--- src/rtl/flappy_pkg.sv ---
// Shared types and constants for the pipe obstacle generator: game state,
// gap-height table and the 8-bit gap-selection LFSR.
package flappy_pkg;

  typedef enum logic [1:0] {
    IDLE   = 2'd0,
    RUN    = 2'd1,
    FROZEN = 2'd2
  } state_e;

  // Taps for x^8 + x^6 + x^5 + x^4 + 1 on a left-shifting register (bits 7,5,4,3).
  localparam logic [7:0] LFSR_TAPS = 8'hB8;

  localparam logic [9:0] HEIGHT_ROM [0:7] = '{
    10'd50, 10'd90, 10'd130, 10'd170, 10'd210, 10'd250, 10'd290, 10'd400
  };

  function automatic logic [7:0] lfsr_next(input logic [7:0] s);
    return {s[6:0], ^(s & LFSR_TAPS)};
  endfunction

endpackage

--- src/rtl/tick_prescaler.sv ---
// Divides the clock into 1-px movement steps; the divisor shrinks with Level.
// Counting only happens while en is high; dropping en clears the count.
module tick_prescaler #(
  parameter int TICK_DIV = 500000
) (
  input  logic       Clk,
  input  logic       Reset,
  input  logic       en,
  input  logic [1:0] Level,
  output logic       step
);

  localparam int CNT_W = (TICK_DIV > 1) ? $clog2(TICK_DIV) : 1;

  logic [CNT_W-1:0] count_q;
  logic [31:0]      div;
  logic [CNT_W-1:0] limit;

  // A divisor that shifts down to zero still steps every clock instead of never.
  always_comb begin
    div   = 32'(TICK_DIV) >> Level;
    limit = (div == 32'd0) ? '0 : CNT_W'(div - 32'd1);
    step  = en && (count_q >= limit);
  end

  always_ff @(posedge Clk or negedge Reset) begin
    if (!Reset) begin
      count_q <= '0;
    end else if (!en || step) begin
      count_q <= '0;
    end else begin
      count_q <= count_q + 1'b1;
    end
  end

endmodule

--- src/rtl/pipe_scroller.sv ---
// Scrolls NUM_PIPES obstacles right-to-left, staggering launches and
// respawning pipes that leave the screen with LFSR-chosen gap heights.
module pipe_scroller
  import flappy_pkg::*;
#(
  parameter int         NUM_PIPES = 2,
  parameter int         X_W       = 10,
  parameter int         SCREEN_W  = 800,
  parameter int         SPACING   = 400,
  parameter int         BIRD_X    = 200,
  parameter int         TICK_DIV  = 500000,
  parameter logic [7:0] LFSR_SEED = 8'hA5
) (
  input  logic                     Clk,
  input  logic                     Reset,
  input  logic                     Start,
  input  logic                     Lost,
  input  logic [1:0]               Level,
  output logic [NUM_PIPES*X_W-1:0] PipePosX,
  output logic [NUM_PIPES*X_W-1:0] PipePosY,
  output logic [NUM_PIPES-1:0]     PipeActive,
  output logic                     Passed,
  output logic                     Running
);

  localparam logic [X_W-1:0] X_SPAWN  = X_W'(SCREEN_W);
  localparam logic [X_W-1:0] X_LAUNCH = X_W'(SCREEN_W - SPACING);
  localparam logic [X_W-1:0] X_BIRD   = X_W'(BIRD_X);
  localparam logic [X_W-1:0] Y_RESET  = X_W'(HEIGHT_ROM[0]);

  state_e               state_q;
  logic [X_W-1:0]       x_q [NUM_PIPES];
  logic [X_W-1:0]       y_q [NUM_PIPES];
  logic [NUM_PIPES-1:0] active_q;
  logic                 passed_q;
  logic                 running_q;
  logic [7:0]           lfsr_q;

  logic                 step;
  logic [X_W-1:0]       x_d [NUM_PIPES];
  logic [X_W-1:0]       y_d [NUM_PIPES];
  logic [NUM_PIPES-1:0] respawn_d;
  logic [NUM_PIPES-1:0] launch_d;
  logic [NUM_PIPES-1:0] hit_d;

  tick_prescaler #(
    .TICK_DIV(TICK_DIV)
  ) u_prescaler (
    .Clk  (Clk),
    .Reset(Reset),
    .en   (state_q == RUN),
    .Level(Level),
    .step (step)
  );

  // Per-pipe candidate values for the next step; the FSM decides whether to apply them.
  for (genvar gi = 0; gi < NUM_PIPES; gi++) begin : g_pipe
    logic [2:0] rom_idx;

    assign rom_idx       = lfsr_q[2:0] + 3'(gi);
    assign y_d[gi]       = X_W'(HEIGHT_ROM[rom_idx]);
    assign x_d[gi]       = (x_q[gi] == '0) ? X_SPAWN : x_q[gi] - 1'b1;
    assign respawn_d[gi] = active_q[gi] && (x_q[gi] == '0);
    assign hit_d[gi]     = active_q[gi] && (x_d[gi] == X_BIRD);

    if (gi == 0) begin : g_first
      assign launch_d[gi] = 1'b0;
    end else begin : g_follow
      assign launch_d[gi] = !active_q[gi] && active_q[gi-1] && (x_d[gi-1] == X_LAUNCH);
    end

    assign PipePosX[gi*X_W +: X_W] = x_q[gi];
    assign PipePosY[gi*X_W +: X_W] = y_q[gi];
  end

  always_ff @(posedge Clk or negedge Reset) begin
    if (!Reset) begin
      state_q   <= IDLE;
      active_q  <= '0;
      passed_q  <= 1'b0;
      running_q <= 1'b0;
      lfsr_q    <= LFSR_SEED;
      for (int k = 0; k < NUM_PIPES; k++) begin
        x_q[k] <= X_SPAWN;
        y_q[k] <= Y_RESET;
      end
    end else begin
      passed_q <= 1'b0;
      unique case (state_q)
        IDLE: begin
          if (Start) begin
            state_q     <= RUN;
            running_q   <= 1'b1;
            active_q[0] <= 1'b1;
            x_q[0]      <= X_SPAWN;
            y_q[0]      <= y_d[0];
            lfsr_q      <= lfsr_next(lfsr_q);
          end
        end
        RUN: begin
          // Lost wins over a coincident step so the final frame stays put.
          if (Lost) begin
            state_q   <= FROZEN;
            running_q <= 1'b0;
          end else if (step) begin
            for (int k = 0; k < NUM_PIPES; k++) begin
              if (active_q[k]) begin
                x_q[k] <= x_d[k];
                if (respawn_d[k]) begin
                  y_q[k] <= y_d[k];
                end
              end else if (launch_d[k]) begin
                active_q[k] <= 1'b1;
                x_q[k]      <= X_SPAWN;
                y_q[k]      <= y_d[k];
              end
            end
            if (|respawn_d || |launch_d) begin
              lfsr_q <= lfsr_next(lfsr_q);
            end
            passed_q <= |hit_d;
          end
        end
        FROZEN: begin
          // The LFSR keeps running across rounds so each game gets fresh gaps.
          if (Start) begin
            state_q  <= IDLE;
            active_q <= '0;
            for (int k = 0; k < NUM_PIPES; k++) begin
              x_q[k] <= X_SPAWN;
              y_q[k] <= Y_RESET;
            end
          end
        end
        default: begin
          state_q   <= IDLE;
          running_q <= 1'b0;
        end
      endcase
    end
  end

  assign PipeActive = active_q;
  assign Passed     = passed_q;
  assign Running    = running_q;

endmodule

--- config.mk ---
export PLATFORM = sky130hd
export DESIGN_NAME = pipe_scroller
export DESIGN_NICKNAME = d
export VERILOG_FILES = /design/src/rtl/flappy_pkg.sv /design/src/rtl/tick_prescaler.sv /design/src/rtl/pipe_scroller.sv
export SDC_FILE = /design/constraint.sdc
export NUM_CORES = 1
export LEC_CHECK = 0
export ABC_CLOCK_PERIOD_IN_PS = 6200
export BUFFER_PORTS_ARGS = -buffer_cell sky130_fd_sc_hd__buf_2
export CORE_ASPECT_RATIO = 1.5
export CORE_MARGIN = 5
export CORE_UTILIZATION = 40
export CTS_CLUSTER_DIAMETER = 80
export DETAILED_ROUTE_END_ITERATION = 12
export PLACE_DENSITY = 0.57
export SYNTH_ARGS = -nofsm -noshare
export SYNTH_HDL_FRONTEND = slang
export SYNTH_SLANG_ARGS = --single-unit
--- constraint.sdc ---
create_clock -name Clk -period 6.2 [get_ports Clk]
set_input_delay 1.24 -clock Clk [delete_from_list [all_inputs] [get_ports Clk]]
set_output_delay 1.24 -clock Clk [all_outputs]
set_load 0.1 [all_outputs]
-- After elaboration in Yosys (flattened, before gate mapping)
Memory sizes are Yosys's and may differ from the RTL's.
Index checks and enable logic that the tools add are counted.
- reduce and logical (&&, ||, !) cells: 30
- equal/unequal tests: 15
- shifts and indexed selects: 1
- $lt $le $gt $ge: 3
- add/sub/neg operators: 5
- multiplexer cells: 50
- bitwise logic cells: 3
- operators with widths (operator ; count):
    $mux 10 ; 16
    $mux 20 ; 6
    $pmux 10 s3 ; 2
    $pmux 10 s2 ; 2
    $mux 19 ; 2
    $logic_not 32->1 ; 1
    $mux 8 ; 4
    $shr 19x2->32 const A ; 1
    $eq 10x8->1 const B ; 2
    $logic_not 10->1 ; 2
    $sub 10x1->10 const B ; 2
    $add 19x1->19 const B ; 1
    $ge 19x19->1 ; 1
    $sub 19x1->19 const B ; 1
    $ne 2x2->1 const B ; 8
    $pmux 8 s2 ; 1
    $reduce_and 5->1 ; 3
    $reduce_and 6->1 ; 2
    $eq 10x9->1 const B ; 1
    $mux 2 ; 5
    $ge 4x4->1 const B ; 2
    $mux 1 ; 8
    $not 3->4 ; 2
    $reduce_xor 8->1 ; 1
    18 further kinds ; 31
- flip-flop bits (word level): 73
- bits in read-only memories: 160
- word-level logic and storage cells: 120
- memories: 2
- memory list (memory ; depth ; width ; rd ports ; clocked after Yosys merged registers in ; wr ports ; RTL line ; source):
    (no name shown) ; 8 ; 10 ; 1 ; 0 ; 0 ; pipe_scroller.sv:61 ; assign y_d[gi] = X_W'(HEIGHT_ROM[rom_idx]);
    (no name shown) ; 8 ; 10 ; 1 ; 0 ; 0 ; pipe_scroller.sv:61 ;

-- Logic depth before layout (Yosys ltp)
Gate-level depths: netlist of run 1.
- word-level depth: 10
- gate-level depth with buffers: 13
- depth with buffers taken out: 12

-- Hierarchy
From an unflattened synthesis of run 1, not the netlist that was laid out.
- cells, all modules: 451
- area, all modules: 4262.8 sq um
- modules (own cells, without submodules) (module ; instances ; area each (sq um) ; cells an instance):
    pipe_scroller ; 1 ; 2802.7 ; 296
    tick_prescaler ; 1 ; 1460.2 ; 155

-- Least setup slack after synthesis of run 1
No wires, ideal clock.
- path kind: input -> register
- start point: input port Level[0]
- end point: register x_q (netlist bit PipePosX[11])
- setup slack: 1.828 ns
- required time: 6.072 ns
- arrival: 4.244 ns
- stages on the path: 11
- path buffers: 1
- path through: inv_1 -> ha_1 -> inv_1 -> or4_1 -> ha_1 -> and4_1 -> a2111oi_0 -> o22ai_1 -> o22a_1 -> buf_4 -> mux2_1
- word-level cells in the longest chain between the ends: 7
- elaborated cells on any way between the ends: 8
- classes of those cells: add/sub: 1; order compare: 1; eq/ne: 1; shift: 1; mux: 1; reduce/logical: 3
- RTL lines (what ; RTL line ; source):
    start: declaration ; pipe_scroller.sv:18 ; input logic [1:0] Level,
    $shr 19x2->32 * ; tick_prescaler.sv:21 ; div = 32'(TICK_DIV) >> Level;
    $sub 19x1->19 or $logic_not 32->1 (tied branches) ; tick_prescaler.sv:22 ; limit = (div == 32'd0) ? '0 : CNT_W'(div - 32'd1);
    $mux 19 * ; tick_prescaler.sv:22 ;
    $ge 19x19->1 * ; tick_prescaler.sv:23 ; step = en && (count_q >= limit);
    $logic_and 1x1->1 * ; tick_prescaler.sv:23 ;
    $ne 2x2->1 (no source line) * ; -- ;
    $reduce_and 5->1 (no source line) * ; -- ;
    end signal: indexed assignment ; pipe_scroller.sv:108 ; x_q[k] <= x_d[k];
    end: declaration ; pipe_scroller.sv:32 ; logic [X_W-1:0] x_q [NUM_PIPES];
Every way passes the cells marked *; elsewhere a longest branch is shown, timed or not.
A chain may end at the register's enable or synchronous reset.

-- Final worst setup path of run 1
Ends and elaborated chain as after synthesis.

==> summary.md, run 1 <==
| Metric | Value |
|---|---|
| Fill cells | `1,089` |
| GR Layer Usage met2 | `30.13%` |
| Post-route core utilization | `45.90%` |
| Final Hold Fails | `0` |
| Synth top area share | `27.96%` |
| Tcrit/Tclk final | `73.45%` |
| Clk_skew | `0.01020 ns` |
| Non-Filler Instances | `673` |
| CTS Buffer Depth | `2` |
| GRT Overall Usage | `16.21%` |
| Setup violators final | `0` |
| Worst Path Required | `6.41 ns` |
| Synth Flop Type | `dfrtp_1` |
| EDFF count, synth | `0` |
| Diodes inserted | `0` |
| Vias in the first global route | `3,808` |
| Peak VDD IR | `0.2449 mV` |
| RePlAce Congestion | `0.8463` |
| # IOs | `50` |
| Post-synthesis compound-gate area fraction | `15.21%` |
| Outcome | `completed` |
| Register bit count reported by yosys | `67` |
| Routed length per instance | `15.85 um` |
| Share of cells above drive strength 1 | `20.91%` |
| RSZ-0062 raised after global routing | `no` |
| Crit-path cells | `buf_2, inv_1, ha_1, inv_1, or4_1, ha_1, nand4_1, nor3_1, a2111oi_0, o22ai_1, buf_4, o22a_1, mux2_1` |
| Die Y | `140.8 um` |
| Crit path DAT | `4.76 ns` |
| Yosys warnings | `0` |
| Crit-path leading delay family | `compound AO/OA/AOI/OAI gates` |
| Residual DRC | `0` |
| H-Tree Depth | `3` |
| Inserted Clock Buffers | `9` |
| Sequential cell area | `1697 um^2` |
| Area occupied by multi-input gates | `2595 um^2` |
| Worst min-delay path class | `register to register` |
| Clock Sinks | `67` |
| Post-CTS Hold Buffers | `0` |
| Placed Instance Area | `4837 um^2` |
| Final Slew Violations | `0` |
| Syn Area/Cell | `9.450 um^2` |
| Xor and xnor area share after synthesis | `5.565%` |
| Power Density | `462.0 nW/um^2` |
| Leakage | `2.336 nW` |
| Grt total ovfl | `0` |
| Mapped Cells | `483` |
| Final worst setup slack | `1.646 ns` |
| Post-Route Setup TNS | `0 ns` |
| Post-Synth Simple-Gate Area | `19.90%` |
| Post-synth top cells | `nor2_1, dfrtp_1, ha_1` |
| Vias per cell | `5.484` |
| Routed WL | `10,670 um` |
| Clk Latency, worst-skew pair | `0.33 ns` |
| HPWL Detailed | `7975 um` |
| Synth area leaders | `dfrtp_1, ha_1, dfstp_2` |
| Num rows | `47` |
| Startpoint class of the critical path | `primary input` |
| Setup Buffers After CTS | `0` |
| Final Cell Area | `5101 um^2` |
| Hold slack | `0.5056 ns` |
| Worst-path maximum fanout | `18` |
| GRT Max-Usage Layer | `met2` |
| Post-synthesis mux area share | `5.537%` |
| Synthesized area | `4564 um^2` |
| Worst path max stage delay | `0.84 ns` |
| Worst setup EP type | `register` |
| Dominant cell type by area after synthesis | `dfrtp_1` |
| Starting density of the core | `41.07%` |
| Die Area | `13,690 um^2` |
| Drt first pass iters | `5` |
| Pre-CTS WS | `1.320 ns` |
| Clock Root Buffer | `clkbuf_16` |
| Most common cell in the netlist | `nor2_1` |
| CTS tree | `built` |
| Yosys cell types | `72` |
| Placed insts | `657` |
| Area Growth Syn to Fin | `11.76%` |
| Worst slew pin tran | `0.9581 ns` |
| Post-synthesis sequential area ratio | `37.17%` |
| Tmin final | `4.554 ns` |
| Core footprint | `11,110 um^2` |
| Reg2reg setup slack | `2.88 ns` |
| Fmax | `219.6 MHz` |
| Total power | `2.357 mW` |
| Vias post-DR | `3,691` |
| WP buf/inv | `4` |
| Post-cts resize count | `0` |
| CP max-delay cell | `a2111oi_0` |
| Largest family of logic cells by synthesized area | `simple AND/OR/NAND/NOR gates` |
| Met1 GRT Util | `17.51%` |
| Worst-path clk slew | `0.05 ns` |
| Global-route wire length before repair | `18,280 um` |
| GR Util met3 | `3.559%` |
| Largest net degree at the start of global routing | `68` |
| Async SR Flop Fraction | `100.0%` |
| Routed Antenna Nets | `0` |
| Slew headroom | `34.48%` |
| Adder-Cell Fraction of Synth Area | `10.14%` |
| Nets | `564` |
| Setup CP Type | `primary input to register` |
| Initial DRC count | `177` |
| Max-Cap Viols | `0` |
| Initial antenna violation count | `1` |
| IO buf count | `43` |
| Die Wd | `97.22 um` |
## kinds of logic (layout without fill, tap and decap cells)
group | Yosys count | after routing
AND/OR/NAND/NOR | 177 | 177
AO/OA/AOI/OAI | 94 | 94
flip-flops | 67 | 67
buffers and inverters | 57 | 95
adder cells (fa/ha/maj) | 37 | 37
XOR/XNOR | 29 | 29
multiplexers | 21 | 21
other | 1 | 6
## per-layer routing
metal  vias to the layer above  wire length (um)  part of all wire, %
li1                       1798                 -                    -
met1                      1779              4240                   40
met2                        91              5661                   53
met3                        21               461                  4.3
met4                         2               288                  2.7
met5                         -                13                 0.12
## area by class of cell
class,count,area share [%]
Timing Repair Buffer,46,4.660
Multi-Input combinational cell,364,50.87
Clock inverter,5,0.6132
Sequential cell,67,33.26
Clock buffer,11,4.562
Inverter,33,2.428
Tap cell,147,3.606
## report_power, final
group,total (mW),leakage [nW],switching (mW),internal (mW)
clock network,0.456,0.129,0.187,0.269
logic,1.19,1.39,0.861,0.329
registers,0.711,0.819,0.136,0.575
## registers in the layout (all words and copies together) (netlist names)
name	flops
Passed	1
PipeActive	2
PipePosY	14
PipePosX	20
state_q	2
Running	1
lfsr_q	8
u_prescaler.count_q	19
## layout by cell type, fill, tap and decap left out, types with 3 or more instances in the layout
cell	instances
mux2_4	6
mux2_2	9
or4_1	4
or3_1	4
nand3_1	22
o21ai_0	14
dfstp_2	16
o211ai_1	5
buf_4	3
a31oi_1	13
o22ai_1	9
or2_2	3
clkbuf_16	9
buf_2	43
clkinv_2	3
mux2i_1	5
nor2_1	58
ha_1	37
o22a_1	5
conb_1	6
nand2b_1	6
inv_1	33
nand2_1	26
nor4_1	5
dfrtp_1	51
a21oi_1	15
nand4_1	12
and3_1	9
nor3_1	11
xor2_1	16
a2111oi_0	3
xnor2_1	13
## final timing paths
kind                                               from                               end  cells after the start
worst max register to register  PipePosX[4]$_DFFE_PN0P_          PipePosX[11]$_DFFE_PN0P_                      6
worst min register to register  PipePosY[8]$_DFFE_PN0P_           PipePosY[8]$_DFFE_PN0P_                      1
worst max-delay path                           Level[0]          PipePosX[11]$_DFFE_PN0P_                     13
worst min-delay path            PipePosY[8]$_DFFE_PN0P_           PipePosY[8]$_DFFE_PN0P_                      1
min in group asynchronous                         Reset          PipePosX[13]$_DFFE_PN0P_                      2
max in group asynchronous                         Reset  u_prescaler.count_q[1]$_DFF_PN0_                      2
Power figures use the tool's default switching activity.
==> inputs of run 2 (changes only) <==
--- a/config.mk
+++ b/config.mk
@@ -5,14 +5,15 @@
 export SDC_FILE = /design/constraint.sdc
 export NUM_CORES = 1
 export LEC_CHECK = 0
-export ABC_CLOCK_PERIOD_IN_PS = 6200
+export ABC_AREA = 1
+export ABC_CLOCK_PERIOD_IN_PS = 4150
 export BUFFER_PORTS_ARGS = -buffer_cell sky130_fd_sc_hd__buf_2
 export CORE_ASPECT_RATIO = 1.5
 export CORE_MARGIN = 5
 export CORE_UTILIZATION = 40
 export CTS_CLUSTER_DIAMETER = 80
 export DETAILED_ROUTE_END_ITERATION = 12
-export PLACE_DENSITY = 0.57
+export PLACE_DENSITY = 0.59
 export SYNTH_ARGS = -nofsm -noshare
 export SYNTH_HDL_FRONTEND = slang
 export SYNTH_SLANG_ARGS = --single-unit
==> constraint.sdc (replaced) <==
create_clock -name Clk -period 4.15 [get_ports Clk]
set_input_delay 0.83 -clock Clk [delete_from_list [all_inputs] [get_ports Clk]]
set_output_delay 0.83 -clock Clk [all_outputs]
set_load 0.1 [all_outputs]
==> summary.md, run 2 <==
| Metric | Value |
|---|---|
| Outcome | `completed` |
| Post-synthesis sequential area ratio | `36.83%` |
| Tmin final | `3.355 ns` |
| EDFF count, synth | `0` |
| CTS Buffer Depth | `2` |
| Highest-count cells in the layout ignoring fill and taps | `nand2_1, nor2_1, inv_1` |
| Crit-path cells | `buf_2, inv_1, ha_1, or2_2, a31oi_1, nor3_1, ha_1, nand2_1, nor2_1, nand2_1, nor2_1, nand2_1, nand4_1, nor2_4, inv_2, nand3_1, o21ai_0` |
| Worst Reg-to-Reg Cells | `13` |
| Die Y | `141.4 um` |
| Final Hold Fails | `0` |
| Num rows | `48` |
| Synth Flop Type | `dfrtp_1` |
| RSZ-0062 raised after global routing | `no` |
| Most common cell after layout, fill and taps aside | `nand2_1` |
| Worst setup EP type | `register` |
| Routed wl met2 | `5808 um` |
| Max-Cap Viols | `0` |
| Residual DRC | `0` |
| Setup violators final | `0` |
| Post-Route Setup TNS | `0 ns` |
| Grt total ovfl | `0` |
| Final Slew Violations | `0` |
| Setup CP Type | `primary input to register` |
| # IOs | `50` |
| Yosys cell types | `39` |
| Met3 Wirelength | `275 um` |
| Vias in the first global route | `4,069` |
| Clk Latency, worst-skew pair | `0.33 ns` |
| Worst min-delay path class | `register to register` |
| Core footprint | `11,410 um^2` |
| Post-synth top cells | `nand2_1, nor2_1, inv_1` |
| Routed length per instance | `13.63 um` |
| Post-cts resize count | `0` |
| Global-route wire length before repair | `19,150 um` |
| Worst Path Required | `4.38 ns` |
| Clock Root Buffer | `clkbuf_16` |
| HPWL Detailed | `8666 um` |
| Largest net degree at the start of global routing | `31` |
| WHS Path Cells | `2` |
| Clock Sinks | `67` |
| Nets | `698` |
| Routed Antenna Nets | `0` |
| Initial DRC count | `180` |
| Worst slew pin tran | `0.7350 ns` |
| GRT Overall Usage | `17.05%` |
| Die Wd | `97.63 um` |
| Startpoint class of the critical path | `primary input` |
| Power Density | `817.8 nW/um^2` |
| Met1 wire length | `4671 um` |
| Die Area | `13,810 um^2` |
| Synth area leaders | `dfrtp_1, nand2_1, ha_1` |
| Starting density of the core | `40.37%` |
| Most common cell in the netlist | `nand2_1` |
| Fill cells | `1,173` |
| Crit path DAT | `3.59 ns` |
| Vias per cell | `4.970` |
| Worst-path maximum fanout | `14` |
| Drt first pass iters | `4` |
| Syn Area/Cell | `7.615 um^2` |
| Leakage | `2.605 nW` |
| Worst path most repeated cell | `nand2_1` |
| Clk_skew | `0.004312 ns` |
| Post-CTS Hold Buffers | `0` |
| Inserted Clock Buffers | `9` |
| Worst-path clk slew | `0.05 ns` |
| Yosys warnings | `0` |
| Slew headroom | `51.00%` |
| Diodes inserted | `0` |
| Tcrit/Tclk final | `80.85%` |
| CP max-delay cell | `nand3_1` |
| Area Growth Syn to Fin | `13.61%` |
| Dominant cell type by area after synthesis | `dfrtp_1` |
| Peak VDD IR | `0.4461 mV` |
| Vias post-DR | `4,026` |
| Max FFs per register | `20` |
| Register bit count reported by yosys | `67` |
| CTS tree | `built` |
| Synthesized area | `4607 um^2` |
| Fmax | `298.0 MHz` |
| H-Tree Depth | `3` |
| Async SR Flop Fraction | `100.0%` |
| RePlAce Congestion | `0.8554` |
| Setup Buffers After CTS | `0` |
| Synth top area share | `27.70%` |
| Pre-CTS WS | `0.4438 ns` |
| Worst path max stage delay | `0.32 ns` |
| Max Used Layer | `met4` |
| Initial antenna violation count | `0` |
| Routed WL | `11,040 um` |
| Share of cells above drive strength 1 | `18.48%` |
| Mapped Cells | `605` |
| Final worst setup slack | `0.7948 ns` |
| IO buf count | `43` |
==> run 2: cell count changes after synthesis, sizes merged, moves of 8 or more <==
cell | previous run | this run
nand3 | 22 | 41
nand2 | 26 | 156
and3 | 9 | 0
o22ai | 9 | 1
nor2 | 58 | 76
clkbuf | 13 | 2
o21ai | 15 | 44
inv | 33 | 72
mux2 | 16 | 0
a31oi | 14 | 1
nand4 | 12 | 24
==> run 2: worst max-delay path, delay by kind of cell <==
| kind | cells | cell delay (ns) |
|---|---|---|
| and+or+nand+nor | 10 | 1.35 |
| adders and majority gates | 2 | 0.59 |
| AOI/OAI and AO/OA | 2 | 0.45 |
| buffers and inverters | 3 | 0.34 |
==> run 2: cells by family (layout without fill, tap and decap cells) <==
group	count (synthesis)	after routing	synth area share, %
DFF	67	67	36.83
adders and majority gates	37	37	10.05
AOI/OAI and AO/OA	73	73	9.316
buffers and inverters	87	137	8.338
other	1	6	0.08140
and+or+nand+nor	322	322	31.97
xor gates and xnor gates	18	18	3.422
==> run 2: path summary, 6_finish.rpt <==
kind / from / end / slack, ns
max reg2reg: PipePosX[0]$_DFFE_PN0P_ / PipePosX[11]$_DFFE_PN0P_ / 1.73
max: Level[0] / PipePosY[8]$_DFFE_PN0P_ / 0.79
min: PipePosY[11]$_DFFE_PN1P_ / PipePosY[11]$_DFFE_PN1P_ / 0.46
min in group asynchronous: Reset / PipePosY[17]$_DFFE_PN0P_ / 0.56
max in group asynchronous: Reset / PipePosX[18]$_DFFE_PN1P_ / 2.76
min reg2reg: PipePosY[11]$_DFFE_PN1P_ / PipePosY[11]$_DFFE_PN1P_ / 0.46
==> run 2: metrics by stage <==
| stage | std cells | instance area (um^2) | power (mW) | util, % | hold WS [ns] |
|---|---|---|---|---|---|
| finish | 810 | 5234 | 4.280 | 45.87 | 0.4605 |
| global route | 810 | 5234 | 4.581 | 45.87 | 0.4849 |
| CTS | 810 | 5234 | 4.322 | 45.87 | 0.4619 |
| detailed placement | 794 | 4960 | 3.601 | 43.46 | 0.4530 |
| global placement | 794 | 4960 | 3.577 | 43.46 | 0.4538 |
| floorplan | 610 | 4626 | 3.166 | - | 0.4422 |
==> run 2: power by group <==
part           leakage (nW)  internal, mW  switching, mW
logic                  1.61         0.543           2.01
clock network         0.137         0.435          0.266
registers             0.860         0.854          0.172
==> run 2: layout make-up <==
type	instances	area (um^2)	share of cell area (%)
clock buffer	14	264.0	5.044
tap	150	187.7	3.586
inverter	72	270.3	5.164
sequential	67	1697	32.42
clock inverter	2	10.01	0.1913
timing repair buffer	49	260.3	4.973
multi-input combinational	456	2545	48.63
==> run 2: per-layer routing <==
metal  vias up  global-route usage (%)
met5         -                       0
met4         0                   7.294
met3        22                   3.345
met2        56                   31.12
met1      1886                   19.21
li1       2062                       -
==> inputs of run 3 (changes only) <==
--- a/config.mk
+++ b/config.mk
@@ -6,7 +6,7 @@
 export NUM_CORES = 1
 export LEC_CHECK = 0
 export ABC_AREA = 1
-export ABC_CLOCK_PERIOD_IN_PS = 4150
+export ABC_CLOCK_PERIOD_IN_PS = 2820
 export BUFFER_PORTS_ARGS = -buffer_cell sky130_fd_sc_hd__buf_2
 export CORE_ASPECT_RATIO = 1.5
 export CORE_MARGIN = 5
==> constraint.sdc (replaced) <==
create_clock -name Clk -period 2.82 [get_ports Clk]
set_input_delay 0.564 -clock Clk [delete_from_list [all_inputs] [get_ports Clk]]
set_output_delay 0.564 -clock Clk [all_outputs]
set_load 0.1 [all_outputs]
==> summary.md, run 3 (synthesis gave the netlist of run 2 again) <==
| Metric | Value |
|---|---|
| Outcome | `completed` |
| Highest-count cells in the layout ignoring fill and taps | `nand2_1, nor2_1, inv_1` |
| Reg-to-reg endpoint | `PipePosY[16]$_DFFE_PN0P_` |
| Routed Antenna Nets | `0` |
| Nets | `725` |
| Clock Sinks | `67` |
| Inserted Clock Buffers | `9` |
| Leakage | `2.813 nW` |
| Worst Reg-to-Reg Cells | `13` |
| Worst min-delay path class | `primary input to async pin` |
| Residual DRC | `0` |
| Initial DRC count | `106` |
| Worst Path Required | `3.02 ns` |
| Most common cell after layout, fill and taps aside | `nand2_1` |
| Fmax | `366.8 MHz` |
| Drt first pass iters | `4` |
| Die Area | `13,810 um^2` |
| IO buf count | `43` |
| Clk Latency, worst-skew pair | `0.33 ns` |
| Final Cell Area | `5763 um^2` |
| Worst setup EP type | `register` |
| Post-CTS Hold Buffers | `0` |
| Worst slew pin tran | `0.7816 ns` |
| CP max-delay cell | `ha_1` |
| Clk_skew | `0.007805 ns` |
| Setup violators final | `0` |
| Power Density | `1202 nW/um^2` |
| Startpoint class of the critical path | `primary input` |
| Final Hold Fails | `0` |
| Worst path most repeated cell | `nand2_1` |
| Share of cells above drive strength 1 | `26.49%` |
| Crit path DAT | `2.92 ns` |
| CTS tree | `built` |
| Peak VDD IR | `0.8754 mV` |
| Critical path startpoint | `Level[0]` |
| Initial antenna violation count | `0` |
| Final Slew Violations | `0` |
| Routed length per instance | `14.00 um` |
| Core footprint | `11,410 um^2` |
| HPWL Detailed | `8637 um` |
| Max-Cap Viols | `0` |
| Post-Route Setup TNS | `0 ns` |
| Starting density of the core | `40.37%` |
| Worst setup path endpoint | `PipeActive[1]$_DFFE_PN0P_` |
| Reg2reg setup slack | `0.45 ns` |
| Area Growth Syn to Fin | `25.10%` |
| Clock Root Buffer | `clkbuf_16` |
| Worst-path maximum fanout | `4` |
| Die Y | `141.4 um` |
| H-Tree Depth | `3` |
| Slew headroom | `47.34%` |
| Fill cells | `1,131` |
| Hold slack | `0.2803 ns` |
| Placed Instance Area | `5105 um^2` |
| Max FFs per register | `20` |
| Diodes inserted | `0` |
| Grt total ovfl | `0` |
| Worst r2r src | `PipePosX[10]$_DFFE_PN0P_` |
| Largest net degree at the start of global routing | `40` |
| RSZ-0062 raised after global routing | `yes` |
| # IOs | `50` |
| Die Wd | `97.63 um` |
| Worst path max stage delay | `0.31 ns` |
| Global-route wire length before repair | `19,220 um` |
| Vias in the first global route | `4,005` |
| CTS Buffer Depth | `2` |
| Routed WL | `11,720 um` |
| Crit-path cells | `buf_8, buf_6, ha_4, inv_2, or2_4, a31oi_4, nor3_2, ha_1, nand2_1, nor2_2, nand2_1, inv_1, nand2_1, nand4_1, nor2_4, nor2_4, buf_4, buf_4, nand3_1, o21ai_0` |
| Tcrit/Tclk final | `96.69%` |
| Tmin final | `2.727 ns` |
| Setup CP Type | `primary input to register` |
| GRT Overall Usage | `16.91%` |
| Vias post-DR | `4,219` |
| Vias per cell | `5.041` |
| RePlAce Congestion | `0.8881` |
| Num rows | `48` |
| Worst-path clk slew | `0.06 ns` |
==> run 3: cell types whose count changed in the layout (fill, tap and decap cells not counted), moves of 4 or more <==
| cell | previous run | this run |
|---|---|---|
| buf_4 | 6 | 21 |
| buf_6 | 0 | 8 |
| ha_1 | 37 | 33 |
| inv_1 | 64 | 59 |
| nand2_1 | 150 | 142 |
| nand2_2 | 5 | 12 |
| o21ai_0 | 31 | 19 |
| o21ai_1 | 2 | 12 |
==> run 3: worst min-delay path by stage <==
stage	endpoint	cells after the start
final	PipePosY[6]$_DFFE_PN0P_	1
after CTS	PipePosY[6]$_DFFE_PN0P_	1
after floorplan	Passed$_DFF_PN0_	0
after global routing	PipePosY[6]$_DFFE_PN0P_	1
after global placement	PipePosY[11]$_DFFE_PN1P_	2
after detailed placement	PipePosY[11]$_DFFE_PN1P_	2
==> run 3: report_power, final <==
part	leakage [nW]	internal, mW	total [mW]	switching [mW]
sequential	0.860	1.26	1.52	0.267
combinational	1.79	1.02	4.17	3.15
clock	0.163	0.799	1.23	0.429
==> run 3: area by class of cell <==
class / instances / area [um^2] / share of cell area, %
clock inverter: 6 / 87.58 / 1.520
timing repair buffer: 74 / 523.0 / 9.075
inverter: 72 / 285.3 / 4.950
clock buffer: 10 / 239.0 / 4.147
sequential: 67 / 1697 / 29.44
tap: 150 / 187.7 / 3.257
multi-input combinational: 458 / 2744 / 47.61
==> run 3: metrics by stage <==
stage	setup WS [ns]	util, %	power, mW	std cells
3_3_place_gp	-0.3135	44.74	5.329	811
2_1_floorplan	-0.02442	-	4.672	610
4_1_cts	-0.02451	47.77	6.644	827
5_1_grt	-0.1074	50.50	7.377	837
6_report	0.09335	50.50	6.924	837
3_5_place_dp	-0.4030	44.74	5.359	811
==> run 3: repair_timing <==
item	in CTS	in global routing
pin swaps	0	24
cloned	0	3
gates resized for setup	4	73
endpoints found under the setup margin	16	62
setup buffers	0	7
==> run 3: worst max-delay path: cells and delay by family <==
kind | cells | cell delay, ns
adder cells (fa/ha/maj) | 2 | 0.44
AO/OA/AOI/OAI | 2 | 0.25
AND/OR/NAND/NOR | 10 | 1.14
buffers and inverters | 6 | 0.53
==> run 3: routing by layer <==
layer  track usage, %  wire, um  vias to the layer above
met5                0         0                        -
met1            19.33      4717                     1995
met3            3.246       357                       18
met4            5.762       230                        0
li1                 -         -                     2129
met2            31.33      6411                       77
